===== src/rtl/cam_gray_pingpong_writer_pkg.sv =====
// Shared constants and types for the camera grayscale ping-pong frame writer.
package cam_pkg;

    // Luma weights, scaled by 256: Y = (77R + 150G + 29B) >> 8
    localparam logic [7:0] COEF_R = 8'd77;
    localparam logic [7:0] COEF_G = 8'd150;
    localparam logic [7:0] COEF_B = 8'd29;

    typedef enum logic [1:0] {
        WAIT_SYNC = 2'd0,
        ARMED     = 2'd1,
        WRITE     = 2'd2,
        SKIP      = 2'd3
    } cam_state_e;

    typedef logic bank_t;

endpackage


===== src/rtl/cam_gray_pingpong_writer_if.sv =====
// Capture write stream in, frame-buffer write port and consumer bank handshake out.
interface cam_gray_pingpong_writer_if #(
    parameter int ADDR_WIDTH = 17
);
    import cam_pkg::*;

    logic                  vsync;
    logic                  we;
    logic [ADDR_WIDTH-1:0] wAddr;
    logic [23:0]           wData;

    logic                  fb_we;
    logic [ADDR_WIDTH:0]   fb_addr;
    logic [7:0]            fb_data;

    // Consumer handshake: rd_valid stays high with rd_bank stable until a
    // one-cycle rd_ack pulse seen while rd_valid=1 releases that bank.
    logic                  rd_valid;
    bank_t                 rd_bank;
    logic                  rd_ack;

    logic                  frame_done;
    logic [15:0]           drop_cnt;

    modport master (
        output vsync, we, wAddr, wData, rd_ack,
        input  fb_we, fb_addr, fb_data, rd_valid, rd_bank, frame_done, drop_cnt
    );

    modport slave (
        input  vsync, we, wAddr, wData, rd_ack,
        output fb_we, fb_addr, fb_data, rd_valid, rd_bank, frame_done, drop_cnt
    );

endinterface


===== src/rtl/cam_gray_pingpong_writer_rgb2luma.sv =====
// Two-stage RGB888 to 8-bit luma pipeline; strobe, address and vsync travel alongside.
module cam_rgb2luma
    import cam_pkg::*;
#(
    parameter int ADDR_WIDTH = 17
) (
    input  logic                  clk_i,
    input  logic                  rst_ni,
    input  logic                  we_i,
    input  logic [ADDR_WIDTH-1:0] addr_i,
    input  logic [23:0]           rgb_i,
    input  logic                  vsync_i,
    output logic                  we_o,
    output logic [ADDR_WIDTH-1:0] addr_o,
    output logic [7:0]            luma_o,
    output logic                  vsync_o
);

    logic [15:0]           pr_q, pg_q, pb_q;
    logic [15:0]           pr_d, pg_d, pb_d;
    logic                  we1_q, vs1_q;
    logic [ADDR_WIDTH-1:0] addr1_q;

    logic [7:0]            luma_q, luma_d;
    logic                  we2_q, vs2_q;
    logic [ADDR_WIDTH-1:0] addr2_q;

    assign pr_d = {8'd0, rgb_i[23:16]} * {8'd0, COEF_R};
    assign pg_d = {8'd0, rgb_i[15:8]}  * {8'd0, COEF_G};
    assign pb_d = {8'd0, rgb_i[7:0]}   * {8'd0, COEF_B};

    // The weights sum to 256, so the total peaks at 65280 and never carries out of 16 bits.
    assign luma_d = 8'((pr_q + pg_q + pb_q) >> 8);

    always_ff @(posedge clk_i or negedge rst_ni) begin
        if (!rst_ni) begin
            pr_q    <= '0;
            pg_q    <= '0;
            pb_q    <= '0;
            we1_q   <= 1'b0;
            vs1_q   <= 1'b0;
            addr1_q <= '0;
            luma_q  <= '0;
            we2_q   <= 1'b0;
            vs2_q   <= 1'b0;
            addr2_q <= '0;
        end else begin
            pr_q    <= pr_d;
            pg_q    <= pg_d;
            pb_q    <= pb_d;
            we1_q   <= we_i;
            vs1_q   <= vsync_i;
            addr1_q <= addr_i;
            luma_q  <= luma_d;
            we2_q   <= we1_q;
            vs2_q   <= vs1_q;
            addr2_q <= addr1_q;
        end
    end

    assign we_o    = we2_q;
    assign addr_o  = addr2_q;
    assign luma_o  = luma_q;
    assign vsync_o = vs2_q;

endmodule


===== src/rtl/cam_gray_pingpong_writer.sv =====
// Writes luma frames into two ping-pong banks and hands full banks to the consumer.
module cam_gray_pingpong_writer
    import cam_pkg::*;
#(
    parameter int IMG_WIDTH  = 320,
    parameter int IMG_HEIGHT = 240,
    parameter int ADDR_WIDTH = $clog2(IMG_WIDTH * IMG_HEIGHT)
) (
    input  logic                         pclk,
    input  logic                         reset,
    cam_gray_pingpong_writer_if.slave    bus,
    output cam_state_e                   dbg_state_o
);

    localparam int PIX_N = IMG_WIDTH * IMG_HEIGHT;
    localparam int CNT_W = $clog2(PIX_N + 2);
    localparam logic [CNT_W-1:0] PIX_FULL = CNT_W'(PIX_N);
    localparam logic [CNT_W-1:0] PIX_SAT  = CNT_W'(PIX_N + 1);

    logic                  we2, vs2;
    logic [ADDR_WIDTH-1:0] addr2;
    logic [7:0]            luma2;

    cam_rgb2luma #(.ADDR_WIDTH(ADDR_WIDTH)) u_rgb2luma (
        .clk_i   (pclk),
        .rst_ni  (reset),
        .we_i    (bus.we),
        .addr_i  (bus.wAddr),
        .rgb_i   (bus.wData),
        .vsync_i (bus.vsync),
        .we_o    (we2),
        .addr_o  (addr2),
        .luma_o  (luma2),
        .vsync_o (vs2)
    );

    cam_state_e       state_q, state_d;
    logic             vs_prev_q;
    logic [1:0]       full_q, full_d;
    bank_t            oldest_q, oldest_d;
    bank_t            last_q, last_d;
    bank_t            wr_bank_q, wr_bank_d;
    logic [CNT_W-1:0] pix_cnt_q, pix_cnt_d;
    logic [15:0]      drop_q, drop_d;
    logic             frame_done_q, frame_done_d;
    logic             drop_inc;
    logic             vs_rise, vs_fall, ack, fb_we;

    assign vs_rise = vs2 & ~vs_prev_q;
    assign vs_fall = ~vs2 & vs_prev_q;
    assign ack     = bus.rd_ack & (|full_q);
    assign fb_we   = (state_q == WRITE) & we2;

    always_ff @(posedge pclk or negedge reset) begin
        if (!reset) begin
            state_q      <= WAIT_SYNC;
            vs_prev_q    <= 1'b0;
            full_q       <= '0;
            oldest_q     <= 1'b0;
            last_q       <= 1'b1;  // so the first frame after reset lands in bank 0
            wr_bank_q    <= 1'b0;
            pix_cnt_q    <= '0;
            drop_q       <= '0;
            frame_done_q <= 1'b0;
        end else begin
            state_q      <= state_d;
            vs_prev_q    <= vs2;
            full_q       <= full_d;
            oldest_q     <= oldest_d;
            last_q       <= last_d;
            wr_bank_q    <= wr_bank_d;
            pix_cnt_q    <= pix_cnt_d;
            drop_q       <= drop_d;
            frame_done_q <= frame_done_d;
        end
    end

    always_comb begin
        state_d      = state_q;
        full_d       = full_q;
        oldest_d     = oldest_q;
        last_d       = last_q;
        wr_bank_d    = wr_bank_q;
        pix_cnt_d    = pix_cnt_q;
        frame_done_d = 1'b0;
        drop_inc     = 1'b0;

        if (ack) full_d[oldest_q] = 1'b0;

        case (state_q)
            WAIT_SYNC: if (vs_rise) state_d = ARMED;
            ARMED: begin
                if (vs_fall) begin
                    pix_cnt_d = '0;
                    if (!full_q[~last_q]) begin
                        wr_bank_d = ~last_q;
                        state_d   = WRITE;
                    end else if (!full_q[last_q]) begin
                        wr_bank_d = last_q;
                        state_d   = WRITE;
                    end else begin
                        state_d  = SKIP;
                        drop_inc = 1'b1;
                    end
                end
            end
            WRITE: begin
                if (fb_we && pix_cnt_q != PIX_SAT) pix_cnt_d = pix_cnt_q + 1'b1;
                if (vs_rise) begin
                    state_d = ARMED;
                    if (pix_cnt_q == PIX_FULL) begin
                        full_d[wr_bank_q] = 1'b1;
                        frame_done_d      = 1'b1;
                        last_d            = wr_bank_q;
                    end else begin
                        drop_inc = 1'b1;
                    end
                end
            end
            SKIP: if (vs_rise) state_d = ARMED;
            default: state_d = WAIT_SYNC;
        endcase

        // With two full banks the older one keeps the read pointer.
        case (full_d)
            2'b01:   oldest_d = 1'b0;
            2'b10:   oldest_d = 1'b1;
            default: oldest_d = oldest_q;
        endcase

        drop_d = (drop_inc && drop_q != 16'hFFFF) ? drop_q + 16'd1 : drop_q;
    end

    assign bus.fb_we      = fb_we;
    assign bus.fb_addr    = {wr_bank_q, addr2};
    assign bus.fb_data    = luma2;
    assign bus.rd_valid   = |full_q;
    assign bus.rd_bank    = oldest_q;
    assign bus.frame_done = frame_done_q;
    assign bus.drop_cnt   = drop_q;
    assign dbg_state_o    = state_q;

endmodule


===== src/flat_wrapper.sv =====
// flat-port wrapper written by rule: the top's interface ports become plain ports
module cam_gray_pingpong_writer_flat import cam_pkg::*;
#(
    parameter int IMG_WIDTH  = 320,
    parameter int IMG_HEIGHT = 240,
    parameter int ADDR_WIDTH = $clog2(IMG_WIDTH * IMG_HEIGHT)
)
  (pclk, reset, dbg_state_o, bus_vsync, bus_we, bus_wAddr, bus_wData, bus_rd_ack, bus_fb_we, bus_fb_addr, bus_fb_data, bus_rd_valid, bus_rd_bank, bus_frame_done, bus_drop_cnt);
  cam_gray_pingpong_writer_if #(.ADDR_WIDTH(ADDR_WIDTH)) bus_i ();
  input  logic pclk;
  input  logic reset;
  output cam_state_e dbg_state_o;
  input wire logic [$bits(bus_i.vsync)-1:0] bus_vsync;
  input wire logic [$bits(bus_i.we)-1:0] bus_we;
  input wire logic [$bits(bus_i.wAddr)-1:0] bus_wAddr;
  input wire logic [$bits(bus_i.wData)-1:0] bus_wData;
  input wire logic [$bits(bus_i.rd_ack)-1:0] bus_rd_ack;
  output wire logic [$bits(bus_i.fb_we)-1:0] bus_fb_we;
  output wire logic [$bits(bus_i.fb_addr)-1:0] bus_fb_addr;
  output wire logic [$bits(bus_i.fb_data)-1:0] bus_fb_data;
  output wire logic [$bits(bus_i.rd_valid)-1:0] bus_rd_valid;
  output wire logic [$bits(bus_i.rd_bank)-1:0] bus_rd_bank;
  output wire logic [$bits(bus_i.frame_done)-1:0] bus_frame_done;
  output wire logic [$bits(bus_i.drop_cnt)-1:0] bus_drop_cnt;
  assign bus_i.vsync = bus_vsync;
  assign bus_i.we = bus_we;
  assign bus_i.wAddr = bus_wAddr;
  assign bus_i.wData = bus_wData;
  assign bus_i.rd_ack = bus_rd_ack;
  assign bus_fb_we = bus_i.fb_we;
  assign bus_fb_addr = bus_i.fb_addr;
  assign bus_fb_data = bus_i.fb_data;
  assign bus_rd_valid = bus_i.rd_valid;
  assign bus_rd_bank = bus_i.rd_bank;
  assign bus_frame_done = bus_i.frame_done;
  assign bus_drop_cnt = bus_i.drop_cnt;
  cam_gray_pingpong_writer #(.IMG_WIDTH(IMG_WIDTH), .IMG_HEIGHT(IMG_HEIGHT), .ADDR_WIDTH(ADDR_WIDTH)) u_core (.pclk(pclk), .reset(reset), .bus(bus_i), .dbg_state_o(dbg_state_o));
endmodule

===== config.mk =====
export PLATFORM = sky130hd
export DESIGN_NAME = cam_gray_pingpong_writer_flat
export DESIGN_NICKNAME = d
export VERILOG_FILES = /design/src/rtl/cam_gray_pingpong_writer_pkg.sv /design/src/rtl/cam_gray_pingpong_writer_if.sv /design/src/rtl/cam_gray_pingpong_writer_rgb2luma.sv /design/src/rtl/cam_gray_pingpong_writer.sv /design/src/flat_wrapper.sv
export SDC_FILE = /design/constraint.sdc
export NUM_CORES = 1
export LEC_CHECK = 0
export ABC_AREA = 1
export BUFFER_PORTS_ARGS = -buffer_cell sky130_fd_sc_hd__clkbuf_2
export CAP_MARGIN = 20
export CORE_ASPECT_RATIO = 0.9
export CORE_MARGIN = 4
export CORE_UTILIZATION = 45
export CTS_BUF_LIST = sky130_fd_sc_hd__clkbuf_8
export CTS_CLUSTER_DIAMETER = 100
export DETAILED_ROUTE_END_ITERATION = 6
export GPL_ROUTABILITY_DRIVEN = 0
export GPL_TIMING_DRIVEN = 1
export PLACE_DENSITY = 0.76
export SLEW_MARGIN = 20
export SYNTH_ARGS = -nofsm -noshare
export SYNTH_HDL_FRONTEND = slang
export SYNTH_SLANG_ARGS = --single-unit

===== constraint.sdc =====
create_clock -name pclk -period 2 [get_ports pclk]
set_input_delay 0.3 -clock pclk [delete_from_list [all_inputs] [get_ports pclk]]
set_output_delay 0.3 -clock pclk [all_outputs]
set_load 0.005 [all_outputs]

# After elaboration in Yosys (flattened, before gate mapping)
# Cells that the tools add are included.
# word_totals
regBits	131
latch_bits	0
mem_bits_rw	0
romBits	0
inputBits	46
output_inout_bits	48
n_memories	0
# classes
n_addsub	4
mul	3
div_mod_pow	0
order_cmp	6
n_eq_ne	12
shift	0
muxes	32
bitwise_logic	10
n_reduce_logical	13
# ops
cell	count
$mux 17	2
$pmux 17 s2	1
$mul 8x7->15 const B	2
$add 17x1->17 const B	1
$eq 17x17->1 const B	1
$mux 1	17
$ne 17x17->1 const B	1
$add 15x16->16	1
$add 16x1->16 const B	1
$add 16x13->16	1
$ne 16x16->1 const B	1
$mux 2	7
$mul 8x5->13 const B	1
$reduce_and 3->1	3
$lt 1x2->1 const B	4
$eq 2x2->1 const B	3
$and 1x1->1	4
$eq 2x1->1 const B	2
$logic_and 1x1->1	4
$ne 2x1->1 const B	2
$ne 2x2->1 const B	2
$pmux 1 s2	2
$pmux 2 s2	1
$reduce_bool 2->1	2
10 further kinds	14

# Logic depth before layout (Yosys ltp)
# depth
depth_word	13
depth_mapped	16
mapped_depth_nobuf	16

# Hierarchy
# Synthesis repeated with hierarchy kept, for this count alone.
# unflattened
cells_unflattened	1058
area_unflattened_um2	9006.1
# by_module_without_submodules
module	n_inst	cells_each	area_per_inst_um2	seq_area_each_um2
cam_rgb2luma	1	679	6338.6	2227.1
cam_gray_pingpong_writer	1	379	2667.6	1052.3

# Worst setup path before layout
# OpenSTA, ideal clock, no wires.
# synth_path
path_type	in2reg
startpoint	input port bus_wData[12]
endpoint	register u_core.u_rgb2luma.pg_q[13]
setup_time_ns	0.125
t_arrival_ns	2.800
setup_slack_ns	-0.925
cell_stages	12
n_path_buf	0
cell_sequence	ha_1 -> ha_1 -> inv_1 -> fa_1 -> fa_1 -> inv_1 -> ha_1 -> a21oi_1 -> o21ai_0 -> nand2_1 -> nand3_1 -> xor2_1
# synth_via
elab_chain_len	1
# synth_lines
item	line	text
start: declaration	flat_wrapper.sv:16	input wire logic [$bits(bus_i.wData)-1:0] bus_wData;
$mul 8x7->15	cam_gray_pingpong_writer_rgb2luma.sv:29	assign pg_d = {8'd0, rgb_i[15:8]} * {8'd0, COEF_G};
via u_core.u_rgb2luma.pg_d[13]	cam_gray_pingpong_writer_rgb2luma.sv:20	logic [15:0] pr_d, pg_d, pb_d;
end signal: assignment	cam_gray_pingpong_writer_rgb2luma.sv:49	pg_q <= pg_d;
end: declaration	cam_gray_pingpong_writer_rgb2luma.sv:19	logic [15:0] pr_q, pg_q, pb_q;
# The timed path passes the listed nets, and every way through them passes these cells.
# A chain may end at the register's enable or synchronous reset.

# Final worst setup path
# layout_path
startpoint	input port bus_wData[20]
endpoint	register u_core.u_rgb2luma.pr_q[13]
# layout_via
elab_chain_len	1
# layout_lines
item	line	text
$mul 8x7->15	cam_gray_pingpong_writer_rgb2luma.sv:28	assign pr_d = {8'd0, rgb_i[23:16]} * {8'd0, COEF_R};
via u_core.u_rgb2luma.pr_d[13]	cam_gray_pingpong_writer_rgb2luma.sv:20	
end signal: assignment	cam_gray_pingpong_writer_rgb2luma.sv:48	pr_q <= pr_d;
end: declaration	cam_gray_pingpong_writer_rgb2luma.sv:19	
# The timed path passes the listed nets, and every way through them passes these cells.

==> results.toml <==
[run_status]
status = "finished, violations left"
violations = "design-rule violations, negative setup slack"

[logic_synthesis]
synthCells = 985
yosysWarnings = 0
ys_seq_area_frac = 0.372
synth_area_um2 = 8810
ys_types = 38
synth_ff_type = "dfrtp_1"
syn_nets = 1189
synth-edff-count = 0
synth-seq-cells = 131
async_reset_ff_frac = 1.00
syn_avg_cell_area_um2 = 8.94

[final_layout]
nNetsFinal = 1421
layout_commonest_cell = "nand2_1"
drive_above_1_share = 0.356
antenna_cells = 0
final_cell_mix = "206 x nand2_1, 130 x dfrtp_1, 103 x inv_1"
fill_cells = 1395
syn_to_final_growth_pct = 40.8

[power]
leakage_uw = 0.00609
ir_worst_vdd_mv = 1.18
power.density_nw_per_um2 = 1500

[cts]
numClockSinks = 131
insertion_delay_ps = 440
cts_buffer_depth = 2
cts_inserted_buffers = 17
cts-root-buf = "clkbuf_8"
clk_pin_slew_ps = 80
cts_tree = "yes"
cts_max_level = 4

[worst_setup_path]
cp_max_fo = 4
r2r-end = "u_core.u_rgb2luma.luma_o[4]$_DFF_PN0_"
crit_type = "in2reg"
cp.required_ps = 2340
worst-r2r-cell-count = 8
r2r_slack_ps = -110
r2r_start = "u_core.u_rgb2luma.pr_q[8]$_DFF_PN0_"
start_kind = "input port"
endpoint_kind = "flip-flop"
worstPathArrival_ps = 2900

[route]
via_per_inst = 5.19
drc_errors = 2
drt-wirelength-per-cell_um = 15.6
vias = 7683
ant_nets = 0
first_pass_iters = 7
routed_wl_um = 23000
drt_iter0_markers = 469

[job]
drv_cap = 0

[floorplanning]
io_pins = 94
core_um2 = 19200
fp-row-count = 48
dieHeight_um = 141
die_area_um2 = 21900
start_util = 0.458
die_x_um = 155

[sta]
skew_ps = 6.93
slew_headroom = 0.700
hold_viol = 0
fin_crit_sh = 1.28
fin_crit_ps = 2570
fmax_mhz = 389
slew_viol_final = 0
setup_viol = 32
whs_ps = 116
rsz0062_at_grt = "yes"
fin_ws_ps = -567
tightest_slew_ps = 451

[min_path]
hold_path.startpoint = "bus_wData[0]"
hold_end = "u_core.u_rgb2luma.pb_q[0]$_DFF_PN0_"
whs_path_depth = 2
min_path_type = "in2reg"

[global_route]
gr-usage-all-layers = 0.198
grt_pass1_wl_um = 36000
grt_max_degree = 50
overflow = 0
antenna_found_initial = 0
grt_pass1_vias = 7651

[placement]
numPortBuffers = 93
dp.final_hpwl_um = 15400
dp_slack_ps = -965
==> report_power, final <==
group          internal, uW  switching (uW)
Sequential             3220             345
Combinational          5580            7020
Clock                  1330            1050
Total                 10100            8420
==> registers in the layout (all words and copies together), names as in the netlist <==
name / cells
u_core.pix_cnt_q: 17
u_core.u_rgb2luma.addr1_q: 17
u_core.u_rgb2luma.addr_o: 17
u_core.bus.drop_cnt: 16
u_core.u_rgb2luma.pg_q: 15
u_core.u_rgb2luma.pr_q: 15
u_core.u_rgb2luma.pb_q: 13
u_core.u_rgb2luma.luma_o: 8
u_core.dbg_state_o: 2
u_core.full_q: 2
u_core.bus.frame_done: 1
u_core.bus.rd_bank: 1
u_core.last_q: 1
u_core.u_rgb2luma.vs1_q: 1
u_core.u_rgb2luma.vsync_o: 1
u_core.u_rgb2luma.we1_q: 1
u_core.u_rgb2luma.we_o: 1
u_core.vs_prev_q: 1
u_core.wr_bank_q: 1
==> final cells by class <==
class	count	area [um^2]	share of cell area
Inverter	127	483	0.0389
Clock inverter	12	153	0.0123
Multi-Input combinational cell	719	6280	0.507
Sequential cell	131	3280	0.264
Timing Repair Buffer	221	1620	0.130
Tap cell	250	313	0.0252
Clock buffer	20	275	0.0222
==> repair_timing <==
action	CTS	global route
pin swaps	59	73
endpoints found under the hold margin	64	0
endpoints found under the setup margin	34	39
buffers inserted	4	6
hold buffers	20	0
gates resized for setup	81	112
==> Yosys cell counts, types with 2 or more instances <==
| library cell | n | area (um^2) |
|---|---|---|
| buf_6 | 2 | 22.5 |
| buf_2 | 2 | 10.0 |
| inv_1 | 125 | 469 |
| o21ai_0 | 32 | 160 |
| xnor2_1 | 13 | 114 |
| ha_1 | 120 | 1500 |
| nand4_1 | 33 | 206 |
| fa_1 | 38 | 761 |
| xor2_1 | 29 | 254 |
| or2_2 | 2 | 12.5 |
| a21oi_1 | 38 | 190 |
| o21bai_1 | 8 | 60.1 |
| nand3b_1 | 2 | 15.0 |
| clkbuf_1 | 2 | 7.51 |
| dfrtp_1 | 130 | 3250 |
| buf_4 | 2 | 15.0 |
| nand2_1 | 241 | 905 |
| nor2_1 | 84 | 315 |
| nand3_1 | 54 | 270 |
| nand2_4 | 2 | 22.5 |
| nor3_1 | 4 | 20.0 |
| a21o_1 | 5 | 37.5 |
| nand3_4 | 2 | 35.0 |
==> worst max path at each step <==
stage,cells past startpoint,end,slack [ps],start
2_1_floorplan,14,u_core.u_rgb2luma.pr_q[13]$_DFF_PN0_,-700,bus_wData[20]
3_3_place_gp,15,u_core.u_rgb2luma.pr_q[13]$_DFF_PN0_,-940,bus_wData[20]
3_5_place_dp,15,u_core.u_rgb2luma.pr_q[13]$_DFF_PN0_,-960,bus_wData[20]
4_1_cts,15,u_core.u_rgb2luma.pr_q[13]$_DFF_PN0_,-460,bus_wData[20]
5_1_grt,14,u_core.u_rgb2luma.pr_q[13]$_DFF_PN0_,-640,bus_wData[20]
6_report,15,u_core.u_rgb2luma.pr_q[13]$_DFF_PN0_,-570,bus_wData[20]
==> kinds of logic after synthesis <==
logic type | share of synthesized area
buffers and inverters | 0.0604
AND/OR/NAND/NOR | 0.214
XOR/XNOR | 0.0418
flip-flops | 0.372
AO/OA/AOI/OAI | 0.0550
adder cells (fa/ha/maj) | 0.257
==> layer usage <==
| metal | part of all wire | GRT usage | wire, um |
|---|---|---|---|
| met5 | 0 | 0 | 0 |
| met4 | 0.034 | 0.0659 | 792 |
| met3 | 0.046 | 0.0310 | 1050 |
| met2 | 0.50 | 0.333 | 11600 |
| met1 | 0.42 | 0.262 | 9640 |
==> stage by stage <==
stage | cell area [um^2] | power (uW) | util | instances | TNS, ps
floorplan | 9310 | 9040 | - | 985 | -13310
global placement | 10800 | 11500 | 0.563 | 1420 | -21860
detailed placement | 10800 | 11800 | 0.563 | 1420 | -23190
CTS | 11900 | 15600 | 0.619 | 1475 | -8200
global route | 12400 | 19600 | 0.646 | 1480 | -11990
finish | 12400 | 18500 | 0.646 | 1480 | -9820
==> worst max-delay path: stages <==
cell and delay (ps):
clkbuf_16 130, ha_4 240, ha_4 250, inv_2 30
fa_1 450, fa_1 500, inv_2 50, ha_4 300
nand2_4 80, nor3_4 200, nand3_1 120, nand3_2 110
nand2_1 50, inv_1 50, nor2_1 40
Note: power is estimated with default switching activity, not from simulation.
